$ cat src/rtl/io_multi_timer.sv
// Multi-channel memory-mapped timer: one prescaled free-running counter, NUM_CHANNELS
// compare channels with level interrupts, and LO/HI register access with a read snapshot.
module io_multi_timer #(
    parameter int NUM_CHANNELS   = 2,
    parameter int TIMER_WIDTH    = 64,
    parameter int PRESCALE_WIDTH = 16
) (
    input  logic                    clk,
    input  logic                    rst,
    input  logic                    wrEn,
    input  logic                    rdEn,
    input  logic [4:0]              addr,
    input  logic [31:0]             wrData,
    output logic [31:0]             rdData,
    output logic                    rdValid,
    output logic [NUM_CHANNELS-1:0] timerIRQ,
    output logic                    irqAny
);
    localparam int HI_W = TIMER_WIDTH - 32;

    logic [TIMER_WIDTH-1:0]    mtime_r, mtimeNext_s;
    logic [TIMER_WIDTH-1:0]    cmp_r [NUM_CHANNELS];
    logic [TIMER_WIDTH-1:0]    cmpNext_s [NUM_CHANNELS];
    logic                      enable_r, enableNext_s;
    logic [PRESCALE_WIDTH-1:0] div_r, divNext_s;
    logic [PRESCALE_WIDTH-1:0] prescaleCnt_r, prescaleNext_s;
    logic [HI_W-1:0]           snapshot_r, snapshotNext_s;
    logic [31:0]               rdData_r, rdWord_s;
    logic                      rdValid_r;
    logic [NUM_CHANNELS-1:0]   timerIRQ_r, irqCmp_s;
    logic                      irqAny_r;
    logic                      tick_s;

    // Word address of a channel's LO (hi = 0) or HI (hi = 1) compare register.
    function automatic logic [4:0] chanAddr(input int ch, input logic hi);
        return 5'(32'd4 + 32'd2 * 32'(ch) + 32'(hi));
    endfunction

    // Prescaler, control register and counter next-state; mtime writes override the tick.
    always_comb begin
        tick_s         = enable_r && (prescaleCnt_r == div_r);
        enableNext_s   = enable_r;
        divNext_s      = div_r;
        prescaleNext_s = prescaleCnt_r;
        if (wrEn && (addr == 5'd2)) begin
            enableNext_s   = wrData[0];
            divNext_s      = wrData[16 +: PRESCALE_WIDTH];
            prescaleNext_s = '0;
        end else if (tick_s) begin
            prescaleNext_s = '0;
        end else if (enable_r) begin
            prescaleNext_s = prescaleCnt_r + PRESCALE_WIDTH'(1'b1);
        end else begin
            prescaleNext_s = prescaleCnt_r;
        end

        if (wrEn && (addr == 5'd0)) begin
            mtimeNext_s = {mtime_r[TIMER_WIDTH-1:32], wrData};
        end else if (wrEn && (addr == 5'd1)) begin
            mtimeNext_s = {wrData[HI_W-1:0], mtime_r[31:0]};
        end else if (tick_s) begin
            mtimeNext_s = mtime_r + TIMER_WIDTH'(1'b1);
        end else begin
            mtimeNext_s = mtime_r;
        end
    end

    // Compare register writes and the per-channel compare terms.
    always_comb begin
        for (int i = 0; i < NUM_CHANNELS; i++) begin
            cmpNext_s[i] = cmp_r[i];
            if (wrEn && (addr == chanAddr(i, 1'b0))) begin
                cmpNext_s[i][31:0] = wrData;
            end else if (wrEn && (addr == chanAddr(i, 1'b1))) begin
                cmpNext_s[i][TIMER_WIDTH-1:32] = wrData[HI_W-1:0];
            end else begin
                cmpNext_s[i] = cmp_r[i];
            end
            irqCmp_s[i] = (mtime_r >= cmp_r[i]);
        end
    end

    // Read mux over pre-edge register values; a LO read captures the upper counter bits.
    always_comb begin
        rdWord_s = 32'h0;
        case (addr)
            5'd0: rdWord_s = mtime_r[31:0];
            5'd1: rdWord_s[HI_W-1:0] = snapshot_r;
            5'd2: begin
                rdWord_s[0]                  = enable_r;
                rdWord_s[16 +: PRESCALE_WIDTH] = div_r;
            end
            5'd3: rdWord_s[NUM_CHANNELS-1:0] = timerIRQ_r;
            default: begin
                for (int i = 0; i < NUM_CHANNELS; i++) begin
                    if (addr == chanAddr(i, 1'b0)) begin
                        rdWord_s = cmp_r[i][31:0];
                    end else if (addr == chanAddr(i, 1'b1)) begin
                        rdWord_s[HI_W-1:0] = cmp_r[i][TIMER_WIDTH-1:32];
                    end else begin
                        rdWord_s = rdWord_s;
                    end
                end
            end
        endcase

        if (rdEn && (addr == 5'd0)) begin
            snapshotNext_s = mtime_r[TIMER_WIDTH-1:32];
        end else begin
            snapshotNext_s = snapshot_r;
        end
    end

    // State and registered outputs.
    always_ff @(posedge clk or posedge rst) begin
        if (rst) begin
            mtime_r       <= '0;
            enable_r      <= 1'b1;
            div_r         <= '0;
            prescaleCnt_r <= '0;
            snapshot_r    <= '0;
            rdData_r      <= 32'h0;
            rdValid_r     <= 1'b0;
            timerIRQ_r    <= '0;
            irqAny_r      <= 1'b0;
            for (int i = 0; i < NUM_CHANNELS; i++) begin
                cmp_r[i] <= '1;
            end
        end else begin
            mtime_r       <= mtimeNext_s;
            enable_r      <= enableNext_s;
            div_r         <= divNext_s;
            prescaleCnt_r <= prescaleNext_s;
            snapshot_r    <= snapshotNext_s;
            rdData_r      <= rdEn ? rdWord_s : 32'h0;
            rdValid_r     <= rdEn;
            timerIRQ_r    <= irqCmp_s;
            irqAny_r      <= |irqCmp_s;
            for (int i = 0; i < NUM_CHANNELS; i++) begin
                cmp_r[i] <= cmpNext_s[i];
            end
        end
    end

    assign rdData   = rdData_r;
    assign rdValid  = rdValid_r;
    assign timerIRQ = timerIRQ_r;
    assign irqAny   = irqAny_r;
endmodule

$ cat config.mk
export PLATFORM = sky130hd
export DESIGN_NAME = io_multi_timer
export DESIGN_NICKNAME = d
export VERILOG_FILES = /design/src/rtl/io_multi_timer.sv
export SDC_FILE = /design/constraint.sdc
export NUM_CORES = 1
export LEC_CHECK = 0
export ABC_CLOCK_PERIOD_IN_PS = 21000
export CAP_MARGIN = 20
export CORE_AREA = 2 2 171 173
export DETAILED_ROUTE_END_ITERATION = 16
export DIE_AREA = 0 0 173 175
export PLACE_DENSITY = 0.9
export SLEW_MARGIN = 20
export SYNTH_ARGS = -nofsm -noshare
export SYNTH_HDL_FRONTEND = slang
export SYNTH_SLANG_ARGS = --single-unit
$ cat constraint.sdc
create_clock -name clk -period 21 [get_ports clk]
set_input_delay 4.2 -clock clk [delete_from_list [all_inputs] [get_ports clk]]
set_output_delay 4.2 -clock clk [all_outputs]
set_load 0.01 [all_outputs]
==> run metrics <==
# rows 62; vias in the first global route 14100; Yosys reg bits between 200 and 300; WP buf/inv 2; final hold viol count 0; cell chain of the critical path clkdlybuf4s50_1 > nor3_2 > buf_4 > nand2_1 > nor2_1 > and2_2 > nor2_1 > a21oi_1 > o221ai_1; DP Area 0.0180 mm²; Worst path max stage delay 790 ps; clk_lat worst skew 570 ps; Lkg Pwr between 8 and 9 nW; ys async rst share 1.00; CORE AREA 0.0284 mm²; die area ~0.030 mm²; fillers around 2100; top post-synthesis cells by area dfrtp_1 24%, dfstp_2 20%, mux2_2 11%; Final #Nets 1875; Via density 6.50; Slew @ Worst Pin 1030 ps; Post-CTS Setup Repair Bufs 0; hpwl dp 32.8 mm; status finished, final reports clean; Synth top area share 0.243; All-Layer GR Usage 0.319; total of max-cap violations 0; Worst Setup End Kind flip-flop; ys flop type dfrtp_1; switching pwr between 0.0005 and 0.0006 W; worst rel slew slack 0.312; Residual DRC 0; sequential cell area between 0.007 and 0.008 mm²; sequential power share 0.449; Synth area leader dfrtp_1; Setup crit start kind primary input; wire per inst 22.7 µm; worst clock skew between 10 and 15 ps; Comb power frac 0.249; clk buf depth 3; footprint of the multi-input gates 0.00859 mm²; Arr. time, crit path roughly 7400 ps; layout cell share with drive strength beyond 1 0.229; Slew Viols, Final 0; DRT antenna net count 0; Fmax ~0.14 GHz; via count approximately 14000; CP Data Required Time 21420 ps; Commonest cells post-synth 169 x mux2_2, 164 x dfrtp_1, 152 x nand2_1; initial antenna violation count 0; die width 173 µm; initial drt markers 1658; Starting Density 0.595; CTS sink cnt between 200 and 300; Final Cell Area 0.0191 mm²; Final Util 0.671; Most Frequent Cell on Critical Path nor2_1; Root Buffer clkbuf_16; Setup TNS Final 0 ps; PortBufs 76; maximum vdd ir drop between 60 and 70 µV; Top Ports 77; yosys warns 0; # setup viols final 0; area grow syn2layout 12.7%; unrepaired setup endpoints after global routing no; first-pass GRT wire length 76.8 mm; grt ovf 0; placed insts 2055; H-tree Lvls 1; CP max stage cell and2_2; Syn Area/Cell 10.3 µm²; Num CTS Buffers 31; switching share of power 0.327; cts repair resizes 0; cell-internal power 0.00124 W; clock power share 0.302; Mapped Nets 1819; Clk pin slew, worst setup/hold paths around 60 ps; Synth cell types 68; GPL Wtd Cong slightly above 0.9; hold crit path type reg -> reg; # hold bufs at CTS 0; mapped cell area 0.0169 mm²; Final period util 0.333; post-synthesis sequential area ratio 0.443; largest net degree at the start of global routing 161; Final min period 7000 ps; CTS tree yes; Crit Path Class in -> reg; Die Ht 175 µm; top-count cell post-synth mux2_2; post-route insts no fill ~2100; CP top delay family simple AND/OR/NAND/NOR gates; Post-synth EDFFs 0; final WL 48.0 mm; worst-path fanout max 57; post-synthesis instance total roughly 1600; Pwr Density 96.4 mW/mm²; TritonRoute pass-1 iters 7
-- cells in the final DEF (no fill, tap or decap), types with 17 or more instances in the layout --
cell	synthesis	layout
a21oi_1	84	84
dfrtp_1	164	164
nor3_1	28	25
mux2_2	169	169
xnor2_1	44	44
a222oi_1	17	17
nand2_1	152	152
clkbuf_16	0	31
ha_1	130	130
nor2_1	67	64
o21ai_0	119	119
nand4_1	42	42
inv_1	147	146
a22oi_1	33	33
mux2i_1	31	31
dfstp_2	129	129
clkdlybuf4s50_1	0	75
nand3_1	43	43
xor2_1	30	30
-- power groups by stage --
stage / clock network, W / logic, W / registers [W]
2_1_floorplan: 0 / 0.000313 / 0.000782
3_3_place_gp: 0 / 0.000418 / 0.000819
3_5_place_dp: 0 / 0.000445 / 0.000826
4_1_cts: 0.000560 / 0.000452 / 0.000818
5_1_grt: 0.000584 / 0.000510 / 0.000837
6_report: 0.000554 / 0.000458 / 0.000824
-- flip-flops by register name, summed over array words and instances (netlist names) --
name           cells
irqAny             1
mtime_r           64
div_r             16
timerIRQ           2
snapshot_r        32
rdData            32
enable_r           1
prescaleCnt_r     16
cmp_r            128
rdValid            1
-- cell families after synthesis --
kind of cell,after synthesis,synth area share
xor gates and xnor gates,74,0.0383
muxes,201,0.132
buffers and inverters,217,0.0502
adders and majority gates,130,0.0962
AOI/OAI and AO/OA,325,0.119
and+or+nand+nor,408,0.121
DFF,293,0.443
-- per-layer routing --
| layer | GRT usage | wire [µm] |
|---|---|---|
| met5 | 0 | 0 |
| met4 | 0.168 | 2780 |
| met2 | 0.521 | 22500 |
| met3 | 0.0500 | 4160 |
| met1 | 0.413 | 18500 |
-- path summary, 6_finish.rpt --
path	startpoint	end	slack, ps	cells past startpoint
worst max-delay path	addr[4]	mtime_r[10]	14000	9
worst min-delay path	snapshot_r[12]	snapshot_r[12]	500	2
worst max register to register	mtime_r[0]	irqAny	17010	9
worst min register to register	snapshot_r[12]	snapshot_r[12]	500	2
max in group asynchronous	rst	mtime_r[58]	15340	3
min in group asynchronous	rst	rdData[30]	4240	2
-- worst register-to-register path: cells and delay by family (launching register included) --
kind | cells | cell delay (ps)
AND/OR/NAND/NOR | 2 | 700
buffers and inverters | 1 | 120
flip-flops | 1 | 520
AO/OA/AOI/OAI | 5 | 2200
adder cells (fa/ha/maj) | 1 | 300
-- through the flow --
stage / hold slack, ps / total power, W / worst slack, ps
after detailed placement: 480 / 0.00127 / 13520
after CTS: 498 / 0.00183 / 14090
after floorplan: 450 / 0.00110 / 8920
final: 498 / 0.00184 / 14000
after global routing: 511 / 0.00193 / 13750
after global placement: 462 / 0.00124 / 13670
-- layout make-up --
class                   count  area share
diodes                      1    0.000131
flip-flops and latches    293       0.393
clock buffers              48      0.0493
repair buffers             93      0.0470
multi-input cells        1138       0.451
clock inverters             9     0.00512
well taps                 384      0.0252
inverters                 147      0.0293
No activity file was read; power rests on OpenSTA's default activity.
